[src/rtl/alu_cmd_sequencer_if.sv]
// rtl/alu_cmd_sequencer_if.sv - command, ALU-issue and result bus bundle for alu_cmd_sequencer
//
// Purpose : groups the three handshake/bus groups of the sequencer.
//   cmd_* : command in  (valid/ready, operands, opcode, tag)
//   alu_* : issue to the registered ALU and its registered result/flags
//   res_* : result out  (valid/ready, data, flags {Arith,Logic,CMP,Shift}, tag, err)
// Modports: slave  = sequencer view, master = environment (producer/ALU/consumer) view.
interface alu_cmd_sequencer_if #(
    parameter int TAG_W = 4
);
    logic             cmd_valid;
    logic             cmd_ready;
    logic [15:0]      cmd_a;
    logic [15:0]      cmd_b;
    logic [3:0]       cmd_fun;
    logic [TAG_W-1:0] cmd_tag;

    logic [15:0]      alu_a;
    logic [15:0]      alu_b;
    logic [3:0]       alu_fun;
    logic [15:0]      alu_out;
    logic [3:0]       alu_flags;

    logic             res_valid;
    logic             res_ready;
    logic [15:0]      res_data;
    logic [3:0]       res_flags;
    logic [TAG_W-1:0] res_tag;
    logic             res_err;

    modport slave (
        input  cmd_valid, cmd_a, cmd_b, cmd_fun, cmd_tag,
        output cmd_ready,
        output alu_a, alu_b, alu_fun,
        input  alu_out, alu_flags,
        output res_valid, res_data, res_flags, res_tag, res_err,
        input  res_ready
    );

    modport master (
        output cmd_valid, cmd_a, cmd_b, cmd_fun, cmd_tag,
        input  cmd_ready,
        input  alu_a, alu_b, alu_fun,
        output alu_out, alu_flags,
        input  res_valid, res_data, res_flags, res_tag, res_err,
        output res_ready
    );
endinterface

[src/rtl/alu_cmd_sequencer.sv]
// rtl/alu_cmd_sequencer.sv - command FIFO and result slot in front of the 16-bit registered ALU
//
// Purpose : buffers commands in a DEPTH-entry FIFO, issues at most one per cycle to the
//           ALU when the result slot frees, and presents each result with its tag.
//           Drives the ALU hold opcode 4'b1111 on every cycle without an issue so the
//           registered ALU output stays stable while the consumer stalls.
// Ports   : i_clk  - clock, all state on rising edge
//           i_rst  - synchronous active-high reset
//           io_bus - alu_cmd_sequencer_if.slave (cmd_*, alu_*, res_* groups)
// Options : ALU_DIV0_CHECK_EN - when defined, a divide (4'b0011) with B = 0 is rejected
//           like the reserved opcode instead of being issued to the ALU.
module alu_cmd_sequencer #(
    parameter int DEPTH = 4,
    parameter int TAG_W = 4
) (
    input  logic                 i_clk,
    input  logic                 i_rst,
    alu_cmd_sequencer_if.slave   io_bus
);
    localparam int PTR_W = (DEPTH > 1) ? $clog2(DEPTH) : 1;
    localparam int CNT_W = PTR_W + 1;
    localparam logic [CNT_W-1:0] FULL_CNT = CNT_W'(DEPTH);

    localparam logic [3:0] FUN_HOLD = 4'b1111;
    localparam logic [3:0] FUN_DIV  = 4'b0011;

    localparam logic [1:0] S_EMPTY   = 2'd0;
    localparam logic [1:0] S_ALU_RES = 2'd1;
    localparam logic [1:0] S_ERR_RES = 2'd2;

    logic [15:0]      r_fifo_a   [DEPTH];
    logic [15:0]      r_fifo_b   [DEPTH];
    logic [3:0]       r_fifo_fun [DEPTH];
    logic [TAG_W-1:0] r_fifo_tag [DEPTH];

    logic [PTR_W-1:0] r_wr_ptr;
    logic [PTR_W-1:0] r_rd_ptr;
    logic [CNT_W-1:0] r_count;
    logic [1:0]       r_slot;
    logic [TAG_W-1:0] r_res_tag;

    logic [15:0]      w_head_a;
    logic [15:0]      w_head_b;
    logic [3:0]       w_head_fun;
    logic [TAG_W-1:0] w_head_tag;
    logic             w_cmd_ready;
    logic             w_push;
    logic             w_res_valid;
    logic             w_handshake;
    logic             w_slot_free;
    logic             w_dispatch;
    logic             w_head_reject;

    always_comb begin
        w_head_a    = r_fifo_a[r_rd_ptr];
        w_head_b    = r_fifo_b[r_rd_ptr];
        w_head_fun  = r_fifo_fun[r_rd_ptr];
        w_head_tag  = r_fifo_tag[r_rd_ptr];

        w_cmd_ready = (r_count < FULL_CNT);
        w_push      = io_bus.cmd_valid && w_cmd_ready;
        w_res_valid = (r_slot != S_EMPTY);
        w_handshake = w_res_valid && io_bus.res_ready;
        // The slot can take a new command in the same cycle the old result leaves.
        w_slot_free = (r_slot == S_EMPTY) || w_handshake;
        w_dispatch  = (r_count != '0) && w_slot_free;
    end

`ifdef ALU_DIV0_CHECK_EN
    always_comb begin
        w_head_reject = (w_head_fun == FUN_HOLD) ||
                        ((w_head_fun == FUN_DIV) && (w_head_b == 16'd0));
    end
`else
    always_comb begin
        w_head_reject = (w_head_fun == FUN_HOLD);
    end
`endif

    // FIFO storage carries no reset: entries are only read when r_count says they are valid.
    always_ff @(posedge i_clk) begin
        if (w_push) begin
            r_fifo_a[r_wr_ptr]   <= io_bus.cmd_a;
            r_fifo_b[r_wr_ptr]   <= io_bus.cmd_b;
            r_fifo_fun[r_wr_ptr] <= io_bus.cmd_fun;
            r_fifo_tag[r_wr_ptr] <= io_bus.cmd_tag;
        end
    end

    always_ff @(posedge i_clk) begin
        if (i_rst) begin
            r_wr_ptr  <= '0;
            r_rd_ptr  <= '0;
            r_count   <= '0;
            r_slot    <= S_EMPTY;
            r_res_tag <= '0;
        end else begin
            if (w_push) begin
                r_wr_ptr <= r_wr_ptr + PTR_W'(1);
            end
            if (w_dispatch) begin
                r_rd_ptr <= r_rd_ptr + PTR_W'(1);
            end

            case ({w_push, w_dispatch})
                2'b10:   r_count <= r_count + CNT_W'(1);
                2'b01:   r_count <= r_count - CNT_W'(1);
                default: r_count <= r_count;
            endcase

            // The ALU registers its result on the same edge the slot turns ALU_RES,
            // so the slot and the ALU output line up with no extra pipeline stage.
            if (w_dispatch) begin
                r_slot    <= w_head_reject ? S_ERR_RES : S_ALU_RES;
                r_res_tag <= w_head_tag;
            end else if (w_handshake) begin
                r_slot    <= S_EMPTY;
                r_res_tag <= '0;
            end
        end
    end

    always_comb begin
        io_bus.cmd_ready = w_cmd_ready;

        // Anything other than a real issue drives the hold opcode so a stalled
        // result is never overwritten inside the ALU.
        if (w_dispatch && !w_head_reject) begin
            io_bus.alu_a   = w_head_a;
            io_bus.alu_b   = w_head_b;
            io_bus.alu_fun = w_head_fun;
        end else begin
            io_bus.alu_a   = 16'd0;
            io_bus.alu_b   = 16'd0;
            io_bus.alu_fun = FUN_HOLD;
        end

        io_bus.res_valid = w_res_valid;
        io_bus.res_data  = 16'd0;
        io_bus.res_flags = 4'd0;
        io_bus.res_err   = 1'b0;
        io_bus.res_tag   = '0;
        case (r_slot)
            S_ALU_RES: begin
                io_bus.res_data  = io_bus.alu_out;
                io_bus.res_flags = io_bus.alu_flags;
                io_bus.res_tag   = r_res_tag;
            end
            S_ERR_RES: begin
                io_bus.res_err   = 1'b1;
                io_bus.res_tag   = r_res_tag;
            end
            default: begin
                io_bus.res_data  = 16'd0;
            end
        endcase
    end
endmodule

[src/flat_wrapper.sv]
// flat-port wrapper written by rule: the top's interface ports become plain ports
module alu_cmd_sequencer_flat 
#(
    parameter int DEPTH = 4,
    parameter int TAG_W = 4
)
  (i_clk, i_rst, io_bus_cmd_valid, io_bus_cmd_a, io_bus_cmd_b, io_bus_cmd_fun, io_bus_cmd_tag, io_bus_cmd_ready, io_bus_alu_a, io_bus_alu_b, io_bus_alu_fun, io_bus_alu_out, io_bus_alu_flags, io_bus_res_valid, io_bus_res_data, io_bus_res_flags, io_bus_res_tag, io_bus_res_err, io_bus_res_ready);
  alu_cmd_sequencer_if #(.TAG_W(TAG_W)) io_bus_i ();
  input  logic i_clk;
  input  logic i_rst;
  input wire logic [$bits(io_bus_i.cmd_valid)-1:0] io_bus_cmd_valid;
  input wire logic [$bits(io_bus_i.cmd_a)-1:0] io_bus_cmd_a;
  input wire logic [$bits(io_bus_i.cmd_b)-1:0] io_bus_cmd_b;
  input wire logic [$bits(io_bus_i.cmd_fun)-1:0] io_bus_cmd_fun;
  input wire logic [$bits(io_bus_i.cmd_tag)-1:0] io_bus_cmd_tag;
  output wire logic [$bits(io_bus_i.cmd_ready)-1:0] io_bus_cmd_ready;
  output wire logic [$bits(io_bus_i.alu_a)-1:0] io_bus_alu_a;
  output wire logic [$bits(io_bus_i.alu_b)-1:0] io_bus_alu_b;
  output wire logic [$bits(io_bus_i.alu_fun)-1:0] io_bus_alu_fun;
  input wire logic [$bits(io_bus_i.alu_out)-1:0] io_bus_alu_out;
  input wire logic [$bits(io_bus_i.alu_flags)-1:0] io_bus_alu_flags;
  output wire logic [$bits(io_bus_i.res_valid)-1:0] io_bus_res_valid;
  output wire logic [$bits(io_bus_i.res_data)-1:0] io_bus_res_data;
  output wire logic [$bits(io_bus_i.res_flags)-1:0] io_bus_res_flags;
  output wire logic [$bits(io_bus_i.res_tag)-1:0] io_bus_res_tag;
  output wire logic [$bits(io_bus_i.res_err)-1:0] io_bus_res_err;
  input wire logic [$bits(io_bus_i.res_ready)-1:0] io_bus_res_ready;
  assign io_bus_i.cmd_valid = io_bus_cmd_valid;
  assign io_bus_i.cmd_a = io_bus_cmd_a;
  assign io_bus_i.cmd_b = io_bus_cmd_b;
  assign io_bus_i.cmd_fun = io_bus_cmd_fun;
  assign io_bus_i.cmd_tag = io_bus_cmd_tag;
  assign io_bus_cmd_ready = io_bus_i.cmd_ready;
  assign io_bus_alu_a = io_bus_i.alu_a;
  assign io_bus_alu_b = io_bus_i.alu_b;
  assign io_bus_alu_fun = io_bus_i.alu_fun;
  assign io_bus_i.alu_out = io_bus_alu_out;
  assign io_bus_i.alu_flags = io_bus_alu_flags;
  assign io_bus_res_valid = io_bus_i.res_valid;
  assign io_bus_res_data = io_bus_i.res_data;
  assign io_bus_res_flags = io_bus_i.res_flags;
  assign io_bus_res_tag = io_bus_i.res_tag;
  assign io_bus_res_err = io_bus_i.res_err;
  assign io_bus_i.res_ready = io_bus_res_ready;
  alu_cmd_sequencer #(.DEPTH(DEPTH), .TAG_W(TAG_W)) u_core (.i_clk(i_clk), .i_rst(i_rst), .io_bus(io_bus_i));
endmodule
[config.mk]
export PLATFORM = sky130hd
export DESIGN_NAME = alu_cmd_sequencer_flat
export DESIGN_NICKNAME = d
export VERILOG_FILES = /design/src/rtl/alu_cmd_sequencer_if.sv /design/src/rtl/alu_cmd_sequencer.sv /design/src/flat_wrapper.sv
export SDC_FILE = /design/constraint.sdc
export NUM_CORES = 1
export LEC_CHECK = 0
export BUFFER_PORTS_ARGS = -buffer_cell sky130_fd_sc_hd__clkbuf_2
export CAP_MARGIN = 40
export CORE_ASPECT_RATIO = 1.25
export CORE_MARGIN = 4
export CORE_UTILIZATION = 50
export DETAILED_ROUTE_END_ITERATION = 7
export HOLD_SLACK_MARGIN = 0.08
export PLACE_DENSITY = 0.76
export SKIP_CTS_REPAIR_TIMING = 1
export SLEW_MARGIN = 30
export SYNTH_ARGS = -nofsm -noshare
export SYNTH_HDL_FRONTEND = slang
export SYNTH_SLANG_ARGS = --single-unit
[constraint.sdc]
create_clock -name i_clk -period 2.1 [get_ports i_clk]
set_input_delay 0.21 -clock i_clk [delete_from_list [all_inputs] [get_ports i_clk]]
set_output_delay 0.21 -clock i_clk [all_outputs]
set_load 0.05 [all_outputs]
### Yosys cells after proc, flatten, opt, wreduce, memory -nomap -nowiden

Memory sizes are Yosys's and may differ from the RTL's. A register that Yosys moved wholly into a read port is not among the register bits.
Cells that the tools add are included.
W data, S select, Z words.

| storage, ports and cells | value |
|---|---|
| register bits | 13 |
| latch bits | 0 |
| memory bits (writable) | 160 |
| ROM bits | 0 |
| input bits | 64 |
| word-level logic and storage cells | 54 |
| memories | 4 |

Memories:

| name | words | width | read ports | clocked after memory_dff | write ports | RTL line | RTL |
|---|---|---|---|---|---|---|---|
| u_core.r_fifo_a | 4 | 16 | 1 | 1 | 1 | alu_cmd_sequencer.sv:31 | `logic [15:0] r_fifo_a [DEPTH];` |
| u_core.r_fifo_b | 4 | 16 | 1 | 1 | 1 | alu_cmd_sequencer.sv:32 | `logic [15:0] r_fifo_b [DEPTH];` |
| u_core.r_fifo_fun | 4 | 4 | 1 | 1 | 1 | alu_cmd_sequencer.sv:33 | `logic [3:0] r_fifo_fun [DEPTH];` |
| u_core.r_fifo_tag | 4 | 4 | 1 | 1 | 1 | alu_cmd_sequencer.sv:34 | `logic [TAG_W-1:0] r_fifo_tag [DEPTH];` |

| operators by class | value |
|---|---|
| add/sub/neg operators | 4 |
| multipliers | 0 |
| divide/modulo/power cells | 0 |
| magnitude comparators | 1 |
| equality and inequality tests | 5 |
| shifts and indexed selects | 0 |
| mux-type cells | 23 |
| bitwise logic cells | 0 |
| reduce and logical (&&, ||, !) cells | 12 |

Operators by type and width:

| kind | number |
|---|---|
| $mux W16 | 3 |
| $mux W2 | 11 |
| $mux W4 | 5 |
| $pmux W3 S2 | 1 |
| $reduce_bool A2 Y1 | 3 |
| $add A2 B1 Y2 const B | 2 |
| $eq A2 B1 Y1 const B | 2 |
| $eq A2 B2 Y1 const B | 2 |
| $eq A4 B4 Y1 const B | 1 |
| $logic_and A1 B1 Y1 | 4 |
| $add A3 B1 Y3 const B | 1 |
| $lt A3 B3 Y1 const B | 1 |
| $mux W1 | 3 |
| $reduce_bool A3 Y1 | 1 |
| $sub A3 B1 Y3 const B | 1 |
| $logic_not A2 Y1 | 1 |
| $reduce_or A2 Y1 | 1 |
| $logic_not A1 Y1 | 1 |
| $logic_or A1 B1 Y1 | 1 |

### Longest topological paths before layout

Gate-level depths: netlist (run 1).

| depth | value |
|---|---|
| depth in word-level cells | 6 |
| mapped depth | 11 |
| mapped depth without buffers | 10 |

### Worst setup path before layout (run 1)

No wires, ideal clock.

| path | value |
|---|---|
| kind | register -> register |
| start | register u_core.r_slot[0] |
| end | register u_core.r_count[2] |
| data arrival time | 2,271 ps |
| path slack | -241 ps |
| cell stages (with the launch flop) | 12 |
| buffers on the path | 1 |
| cells stage by stage | dfxtp_1 > inv_1 > ha_1 > o32ai_2 > inv_1 > clkbuf_1 > ha_1 > inv_1 > fa_1 > xor2_1 > or3_1 > a21oi_1 |

| on the way | value |
|---|---|
| longest elaborated chain between the ends | 6 |
| elaborated cells between the ends (all ways) | 9 |
| classes of those cells | 2 x eq/ne; 1 x mux; 6 x reduce/logical |

RTL lines:

| item | RTL line | RTL |
|---|---|---|
| start: declaration | alu_cmd_sequencer.sv:39 | `logic [1:0] r_slot;` |
| start signal: assignment | alu_cmd_sequencer.sv:114 | `r_slot <= w_head_reject ? S_ERR_RES : S_ALU_RES;` |
| $reduce_bool A2 Y1 | alu_cmd_sequencer.sv:62 | `w_res_valid = (r_slot != S_EMPTY);` |
| $logic_and A1 B1 Y1 | alu_cmd_sequencer.sv:63 | `w_handshake = w_res_valid && io_bus.res_ready;` |
| $logic_or A1 B1 Y1 * | alu_cmd_sequencer.sv:65 | `w_slot_free = (r_slot == S_EMPTY) \|\| w_handshake;` |
| $logic_and A1 B1 Y1 * | alu_cmd_sequencer.sv:66 | `w_dispatch = (r_count != '0) && w_slot_free;` |
| named net u_core.w_dispatch | alu_cmd_sequencer.sv:51 | `logic w_dispatch;` |
| $eq A2 B1 Y1 or $eq A2 B2 Y1 (tied branches) | alu_cmd_sequencer.sv:105 | `case ({w_push, w_dispatch})` |
| $pmux W3 S2 or $reduce_bool A2 Y1 (tied branches) | - |  |
| end signal: assignment | alu_cmd_sequencer.sv:106 | `2'b10: r_count <= r_count + CNT_W'(1);` |
| end signal: assignment | alu_cmd_sequencer.sv:107 | `2'b01: r_count <= r_count - CNT_W'(1);` |
| end signal: assignment | alu_cmd_sequencer.sv:108 | `default: r_count <= r_count;` |
| end: declaration | alu_cmd_sequencer.sv:38 | `logic [CNT_W-1:0] r_count;` |

The timed path passes the listed nets; every way through them passes the cells marked *.
A chain may end at the register's enable or synchronous reset.

==> results of run 1 <==
==> cell type report <==
type                    count  area (sq um)
clock buffers              18           429
inverters                  12          45.0
multi-input cells         153          1800
fillers                   821          3910
flip-flops and latches    175          5110
repair buffers            189          1760
diodes                      2          5.00
clock inverters            14           140
well taps                 171           214
==> cells in the final DEF (no fill, tap or decap), types with 2 or more instances in the layout <==
cell,count
a21oi_1,9
and2_1,24
and2_2,4
and2_4,32
buf_12,26
buf_4,12
buf_8,15
bufinv_16,2
clkbuf_16,19
clkbuf_2,94
clkinv_1,2
clkinv_2,3
clkinvlp_4,3
dfxtp_1,13
diode_2,2
dlygate4sd3_1,40
edfxtp_1,160
ha_1,5
ha_4,2
inv_1,10
inv_2,2
inv_6,3
mux4_2,39
nand2_1,6
nand2b_1,5
nand3_1,4
nor2_1,5
o21ai_0,2
or3_1,2
xor2_1,2
==> worst paths after layout <==
kind	from	cells past startpoint	endpoint
max	flip-flop	6	io_bus_alu_a[2]
min reg2reg	u_core.r_res_tag[1]$_SDFFE_PP0P_	2	u_core.r_res_tag[1]$_SDFFE_PP0P_
max reg2reg	u_core.r_slot[0]$_SDFFE_PP0P_	10	u_core.r_count[2]$_SDFFE_PP0P_
min	i_rst	2	u_core.r_count[2]$_SDFFE_PP0P_
==> cells by family after synthesis <==
| group | Yosys count |
|---|---|
| AOI/OAI and AO/OA | 15 |
| xor gates and xnor gates | 3 |
| adders and majority gates | 9 |
| buffers and inverters | 29 |
| DFF | 175 |
| muxes | 41 |
| and+or+nand+nor | 85 |
==> power groups by stage <==
stage,Sequential [mW],Clock (mW),Combinational [mW]
5_1_grt,4.51,3.24,7.94
4_1_cts,4.47,3.08,6.35
3_5_place_dp,4.55,0,6.33
6_report,4.47,3.03,7.58
3_3_place_gp,4.51,0,6.22
2_1_floorplan,4.46,0,4.32
==> sequential cells by signal, indices dropped and copies added, names as in the netlist, named ones only <==
name               cells
u_core.r_count         3
u_core.r_rd_ptr        2
u_core.r_slot          2
u_core.r_wr_ptr        2
u_core.r_res_tag       4
u_core.r_fifo_b       64
u_core.r_fifo_a       64
u_core.r_fifo_fun     16
u_core.r_fifo_tag     16
==> stage by stage <==
step / power, mW / std cells / setup TNS [ns] / hold WS (ns)
2_1_floorplan: 8.78 / 357 / 0 / 0.279
3_3_place_gp: 10.7 / 654 / 0 / 0.423
3_5_place_dp: 10.9 / 654 / -0.280 / 0.430
4_1_cts: 13.9 / 686 / -13.69 / -0.00977
5_1_grt: 15.7 / 734 / -13.87 / 0.180
6_report: 15.1 / 734 / -11.38 / 0.165
==> per-layer routing <==
| metal | share of wire, % | up-vias | global-route usage, % |
|---|---|---|---|
| li1 | - | 1770 | - |
| met1 | 39 | 1965 | 19.7 |
| met2 | 54 | 136 | 30.2 |
| met3 | 5.4 | 21 | 4.21 |
| met4 | 2.0 | 0 | 7.72 |
| met5 | 0 | - | 0 |
==> flow_summary.json, run 1 <==
{
  "postSynthCellCount": 357,
  "routed_wl_um": 14600,
  "critPathKind": "flip-flop to output port",
  "cp_slowest_stage_delay_ns": 0.56,
  "post-dp-hpwl_um": 8870,
  "cts_buffers": 17,
  "clk_pin_slew_worst_paths_ns": 0.07,
  "clockPowerShare_pct": 20.1,
  "vias_per_cell": 5.30,
  "overflow": 0,
  "cp_slowest_cell": "mux4_2",
  "clk_latency_ns": 0.42,
  "pwr-share-seq_pct": 29.6,
  "rsz0062_at_grt": "yes",
  "worst_setup_path_start_kind": "flip-flop",
  "synth_top_family_by_area": "multiplexers",
  "comb_power_share_pct": 50.3,
  "clock_skew_ns": 0.00898,
  "grt_use_total_pct": 17.2,
  "start_util_pct": 51.7,
  "status": "finished, violations left",
  "rows": 47,
  "drc": 0,
  "hp-class": "primary input to flip-flop",
  "antenna_found_initial": 2,
  "slew_headroom_pct": 65.7,
  "dr.pass1.iters": 4,
  "ys_types": 28,
  "area_growth_pct": 37.0,
  "final_max_slew_viol_count": 0,
  "fp.coreArea_sq_um": 13400,
  "period_minus_slack_ns": 2.48,
  "cts_tree": "yes",
  "fmax_ghz": 0.403,
  "ir_worst_vdd_uv": 1030,
  "powerDensity_nw_per_um2": 1590,
  "cp.required_ns": 1.89,
  "hold_viol": 0,
  "cp_num_buf_inv": 3,
  "final_util_pct": 70.9,
  "htree_levels": 4,
  "worst_slack_ns": -0.380,
  "cp_max_fo": 7,
  "synth.most_common_cell": "edfxtp_1",
  "worst_ep_arrival_time_ns": 2.27,
  "clock-sinks": 175,
  "die-area_sq_um": 15800,
  "ys_seq_elements": 175,
  "synth_flop_cell": "edfxtp_1",
  "failed_checks": "negative setup slack",
  "netlist_top_cells_area": "edfxtp_1 69%, mux4_2 13%, and2_1 5.4%, dfxtp_1 4.3%, ha_1 1.4%",
  "synth_top_cell_by_area": "edfxtp_1",
  "cts_root_buffer": "clkbuf_16",
  "maxCapViolCount": 0,
  "synth_simple_gate_area_share_pct": 7.18,
  "p_leak_nw": 3.47,
  "critical_path.cell_chain": "mux4_2 > a41oi_4 > buf_12 > buf_8 > and2_4 > buf_8",
  "vias": 3892,
  "post-place-ws_ns": -0.0473,
  "synth_compound_area_share_pct": 1.64,
  "crit_family": "multiplexers",
  "gp_congestion": 0.776,
  "period_share_pct": 118,
  "drt.antenna.violating_nets": 0,
  "synth_fa_ha_area_share_pct": 1.73,
  "synth_top_cells_by_count": "160 x edfxtp_1, 60 x and2_1, 39 x mux4_2, 15 x dfxtp_1, 12 x inv_1",
  "power.net_switching_mw": 5.58,
  "die_h_um": 140,
  "synth_xor_area_share_pct": 0.379,
  "synth.top_cell.area_share_pct": 69.3,
  "placement.io_buffers": 126,
  "syn-num-nets": 430,
  "cts_max_path_buffers": 2,
  "swShare_pct": 37.0,
  "cpMostUsedCell": "buf_8",
  "nNetsFinal": 621,
  "setup-violations-final": 32,
  "wl_per_cell_um": 19.9,
  "cp-end-kind": "output port",
  "die_w_um": 113,
  "drive_gt1_share_pct": 47.2,
  "placed_cell_area_sq_um": 8190,
  "yosysSeqAreaShare_pct": 73.6,
  "drtIter0Drc": 241,
  "p_int_mw": 9.50,
  "reg2reg_setup_slack_ns": 0.14,
  "tightest_slew_ns": 0.515,
  "io_pins": 127,
  "async_reset_ff_share_pct": 0,
  "grt_max_degree": 34,
  "synth-edff-count": 160,
  "grt_pass1_vias": 3905,
  "final_area_sq_um": 9500,
  "grt_pass1_wl_um": 20500,
  "syn_area_per_cell_sq_um": 19.4,
  "ys_warn_count": 0,
  "synthMuxAreaShare_pct": 13.2,
  "netlist_area_sq_um": 6940
}
Power figures use the tool's default switching activity.
==> inputs of run 2 (changes only) <==
- CELL_PAD_IN_SITES_DETAIL_PLACEMENT: unset -> 1
- CELL_PAD_IN_SITES_GLOBAL_PLACEMENT: unset -> 2
- CORE_UTILIZATION: 50 -> 37
- PLACE_DENSITY: 0.76 -> unset
- PLACE_DENSITY_LB_ADDON: unset -> 0.1
==> run 2 against run 1 <==
- the flow still finishes with violations (negative setup slack)
- first-iteration DRC count down 32%
- sequential power is essentially flat
- combinational power decreased by 13%
- maximum frequency increased by 1.2%
- worst setup slack improved by 0.029 ns
- sequential share of layout area grew 1.1 points
- cell area decreased by 1.9%
- final cell count grew 7.2%
- register-to-register slack about the same
- count of clock-buffer cells in the layout decreased by 1
- hold slack improved by 0.023 ns
- critical path type unchanged
- highest routed layer unchanged
==> flow_summary.json, run 2 (same netlist as run 1, synthesis figures left out) <==
{
  "status": "finished, violations left",
  "failed_checks": "negative setup slack",
  "hold_viol": 0,
  "routed_wl_um": 15000,
  "ir_worst_vdd_uv": 795,
  "r2r_start": "u_core.r_slot[1]$_SDFFE_PP0P_",
  "drive_gt1_share_pct": 42.4,
  "area_growth_pct": 34.4,
  "final_cell_mix": "160 x edfxtp_1, 90 x clkbuf_2, 55 x and2_1",
  "cts_buffers": 17,
  "final_util_pct": 51.1,
  "nNetsFinal": 619,
  "reg2reg_setup_slack_ns": 0.14,
  "powerDensity_nw_per_um2": 1510,
  "cts_max_path_buffers": 2,
  "clk_pin_slew_worst_paths_ns": 0.07,
  "fmax_ghz": 0.408,
  "dr.pass1.iters": 4,
  "rows": 55,
  "overflow": 0,
  "slew_headroom_pct": 71.2,
  "tightest_slew_ns": 0.432,
  "cts_root_buffer": "clkbuf_16",
  "final_area_sq_um": 9320,
  "period_minus_slack_ns": 2.45,
  "layout_commonest_cell": "edfxtp_1",
  "cp-end-kind": "output port",
  "p_leak_nw": 3.36,
  "holdWs_ns": 0.189,
  "cp.required_ns": 1.89,
  "critPathKind": "flip-flop to output port",
  "period_share_pct": 117,
  "htree_levels": 4,
  "io_pins": 127,
  "wl_per_cell_um": 19.0,
  "vias_per_cell": 4.84,
  "worst_setup_path_start_kind": "flip-flop",
  "clock_skew_ns": 0.00762,
  "vias": 3811,
  "gp_congestion": 0.682,
  "post-dp-hpwl_um": 9840,
  "drt.antenna.violating_nets": 0,
  "final_max_slew_viol_count": 0,
  "r2r-end": "u_core.r_count[2]$_SDFFE_PP0P_",
  "die-area_sq_um": 21000,
  "clock-sinks": 175,
  "antenna_found_initial": 0,
  "placed_cell_area_sq_um": 8260,
  "drtIter0Drc": 163,
  "cp_max_fo": 12,
  "maxCapViolCount": 0,
  "clk_latency_ns": 0.43,
  "worst_ep_arrival_time_ns": 2.24,
  "drc": 0,
  "cts_tree": "yes",
  "grt_pass1_wl_um": 22900,
  "top_regs": "u_core.r_fifo_a (64), u_core.r_fifo_b (64)",
  "crit_path_end": "io_bus_alu_a[9]",
  "diodes": 0,
  "hp-class": "primary input to flip-flop",
  "finalPower_mw": 14.1,
  "die_h_um": 161,
  "start_util_pct": 38.0,
  "placement.io_buffers": 126,
  "setup-violations-final": 32,
  "rsz0062_at_grt": "yes",
  "grt_use_total_pct": 14.8,
  "die_w_um": 130,
  "grt_max_degree": 32,
  "fp.coreArea_sq_um": 18200,
  "grt_pass1_vias": 4024,
  "setup_tns_ns": -10.37,
  "worst_slack_ns": -0.351,
  "ff2ff_path_depth": 10
}
run 2: cell count changes in the layout (fill, tap and decap cells not counted), moves of 3 or more:
cell      before  now
and2_1        24   55
and2_4        32    1
buf_12        26   22
buf_4         12   20
buf_6          0    5
buf_8         15    0
clkbuf_2      94   90
clkbuf_4       0   10
clkinv_2       3    0
clkinv_8       0    3
run 2: worst min path at each step:
stage                startpoint                               end  slack [ns]  cells after the start
3_5_place_dp   io_bus_cmd_b[10]  u_core.r_fifo_b[3][10]$_DFFE_PP_        0.43                      1
3_3_place_gp    io_bus_cmd_a[7]   u_core.r_fifo_a[1][7]$_DFFE_PP_        0.42                      1
5_1_grt                   i_rst  u_core.r_res_tag[3]$_SDFFE_PP0P_        0.21                      2
4_1_cts         io_bus_cmd_b[3]   u_core.r_fifo_b[0][3]$_DFFE_PP_       -0.03                      1
6_report                  i_rst    u_core.r_count[2]$_SDFFE_PP0P_        0.19                      2
2_1_floorplan             i_rst                         flip-flop        0.28                      1
run 2: layout make-up:
| cell class | instances | area, sq um |
|---|---|---|
| clock inverter | 15 | 151 |
| sequential | 175 | 5110 |
| multi-input combinational | 153 | 1730 |
| fill | 1676 | 8910 |
| clock buffer | 17 | 425 |
| timing repair buffer | 187 | 1570 |
| inverter | 12 | 45.0 |
| tap | 228 | 285 |
run 2: stage by stage:
stage | setup WS [ns] | cells
floorplan | 0.00812 | 357
global placement | 0.0349 | 715
CTS | -0.481 | 747
global route | -0.484 | 787
finish | -0.351 | 787
detailed placement | -0.00511 | 715
run 2: where the power goes:
part           internal (mW)  leakage (nW)  switching [mW]  total, mW
logic                   2.69          1.50            3.90       6.59
registers               4.28          1.59           0.181       4.46
clock network           1.57         0.275            1.43       3.00
run 2: per-layer routing:
layer	part of all wire, %	track usage, %	vias up
met5	0	0	-
li1	-	-	1760
met1	40	18.5	1968
met3	3.7	4.20	13
met4	1.2	4.35	0
met2	55	25.0	70
run 2: critical path, cell delays in order (launching register included):
cell	delay (ns)
dfxtp_4	0.41
mux4_2	0.56
a41oi_4	0.27
buf_6	0.20
and2_1	0.15
clkbuf_4	0.23
==> inputs of run 3 (changes only) <==
- CORE_UTILIZATION: 37 -> 25
==> run 3 against run 2 <==
- the flow still finishes with violations (negative setup slack)
- via count down 0.18%
- first-iteration DRC count is 1.8% higher
- largest power group unchanged
- global-route usage down 3.8 points
- maximum frequency down 0.97%
- sequential cell count is the same
- non-clock buffer count increased by 2
- clock power is essentially flat
- register-to-register slack about the same
- cell area rose by 4.4%
==> flow_summary.json, run 3 (same netlist as run 1, synthesis figures left out) <==
{
  "failed_checks": "negative setup slack",
  "drtIter0Drc": 166,
  "vias_per_cell": 4.20,
  "grt_pass1_wl_um": 24900,
  "drt.antenna.violating_nets": 0,
  "clk_pin_slew_worst_paths_ns": 0.07,
  "drc": 0,
  "period_minus_slack_ns": 2.48,
  "min_to": "u_core.r_res_tag[0]$_SDFFE_PP0P_",
  "reg2reg_setup_slack_ns": 0.15,
  "seq_area_sq_um": 5110,
  "die_w_um": 157,
  "nNetsFinal": 621,
  "tightest_slew_ns": 0.414,
  "hold_start": "i_rst",
  "htree_levels": 4,
  "multiInputGateArea_sq_um": 1810,
  "cts_max_path_buffers": 2,
  "r2r-end": "u_core.r_count[2]$_SDFFE_PP0P_",
  "start_util_pct": 25.6,
  "layout_commonest_cell": "edfxtp_1",
  "wl_met3_um": 624,
  "worst_setup_path_start_kind": "flip-flop",
  "cp_max_fo": 9,
  "setup_tns_ns": -11.47,
  "cp-end-kind": "output port",
  "grt_pass1_vias": 4210,
  "highest_layer": "met4",
  "gp_congestion": 0.686,
  "status": "finished, violations left",
  "placement.io_buffers": 126,
  "instances_no_fill": 905,
  "setup-violations-final": 32,
  "p_leak_nw": 3.49,
  "hp-class": "primary input to flip-flop",
  "clock_skew_ns": 0.00977,
  "final_cell_mix": "160 x edfxtp_1, 90 x clkbuf_2, 40 x dlygate4sd3_1",
  "post-dp-hpwl_um": 10600,
  "fmax_ghz": 0.404,
  "routed_wl_um": 16700,
  "area_growth_pct": 40.3,
  "final_max_slew_viol_count": 0,
  "wl_per_cell_um": 18.5,
  "top_regs": "u_core.r_fifo_a (64), u_core.r_fifo_b (64)",
  "final_util_pct": 35.9,
  "critPathKind": "flip-flop to output port",
  "antenna_found_initial": 0,
  "clk_latency_ns": 0.42,
  "fp.coreArea_sq_um": 27100,
  "diodes": 0,
  "rows": 67,
  "vias": 3804,
  "die_h_um": 194,
  "route.met2.wl_um": 8980,
  "hold_viol": 0,
  "grt_max_degree": 34,
  "powerDensity_nw_per_um2": 1560,
  "dp.cells": 829,
  "slew_headroom_pct": 72.4,
  "r2r_start": "u_core.r_slot[1]$_SDFFE_PP0P_",
  "drive_gt1_share_pct": 47.7,
  "ir_worst_vdd_uv": 836,
  "cts_buffers": 17,
  "die-area_sq_um": 30500,
  "worst_slack_ns": -0.375,
  "cts_root_buffer": "clkbuf_16",
  "grt_use_total_pct": 11.0,
  "met1_length_um": 6930,
  "maxCapViolCount": 0,
  "io_pins": 127,
  "cts_tree": "yes",
  "clock-sinks": 175,
  "overflow": 0,
  "cp.required_ns": 1.89,
  "rsz0062_at_grt": "yes",
  "nFillCells": 2716,
  "dr.pass1.iters": 6,
  "worst_ep_arrival_time_ns": 2.27,
  "whs_path_depth": 2,
  "period_share_pct": 118,
  "ff2ff_path_depth": 10
}
## run 3: area by class of cell
cell class | instances | area share [%]
multi-input cells | 153 | 18.6
clock buffers | 18 | 4.41
well taps | 345 | 4.44
flip-flops and latches | 175 | 52.5
inverters | 12 | 0.463
clock inverters | 13 | 1.32
repair buffers | 189 | 18.2
## run 3: metrics by stage
step	hold WS [ns]	instance area (sq um)	total power [mW]	setup WS (ns)
2_1_floorplan	0.279	6980	8.78	0.00812
3_3_place_gp	0.426	8450	11.2	0.0272
3_5_place_dp	0.437	8450	11.2	-0.00445
4_1_cts	-0.0168	9010	14.3	-0.477
5_1_grt	0.195	9730	16.0	-0.473
6_report	0.187	9730	15.2	-0.375
## run 3: worst max-delay path: stages, from the launching register on
cell	delay, ns
dfxtp_4	0.40
mux4_2	0.56
a41oi_4	0.27
buf_6	0.18
buf_12	0.14
and2_4	0.16
buf_12	0.13
## run 3: power breakdown
part / internal (mW) / total, mW / switching [mW]
sequential: 4.28 / 4.45 / 0.170
clock: 1.66 / 3.01 / 1.36
combinational: 3.53 / 7.75 / 4.23
total: 9.46 / 15.2 / 5.75
## run 3: worst max path at each step
stage          cells after the start  slack [ns]  startpoint               end
6_report                           6       -0.38   flip-flop   io_bus_alu_a[8]
3_5_place_dp                       5      -0.004   flip-flop   io_bus_alu_a[1]
4_1_cts                            5       -0.48   flip-flop   io_bus_alu_a[1]
2_1_floorplan                      6       0.008   flip-flop  io_bus_alu_b[10]
5_1_grt                            6       -0.47   flip-flop   io_bus_alu_a[1]
3_3_place_gp                       5        0.03   flip-flop   io_bus_alu_b[1]
## run 3: layer usage
layer | vias to the layer above | global-route usage (%)
li1 | 1755 | -
met1 | 1955 | 12.8
met2 | 81 | 19.8
met3 | 13 | 2.50
met4 | 0 | 3.38
met5 | - | 0
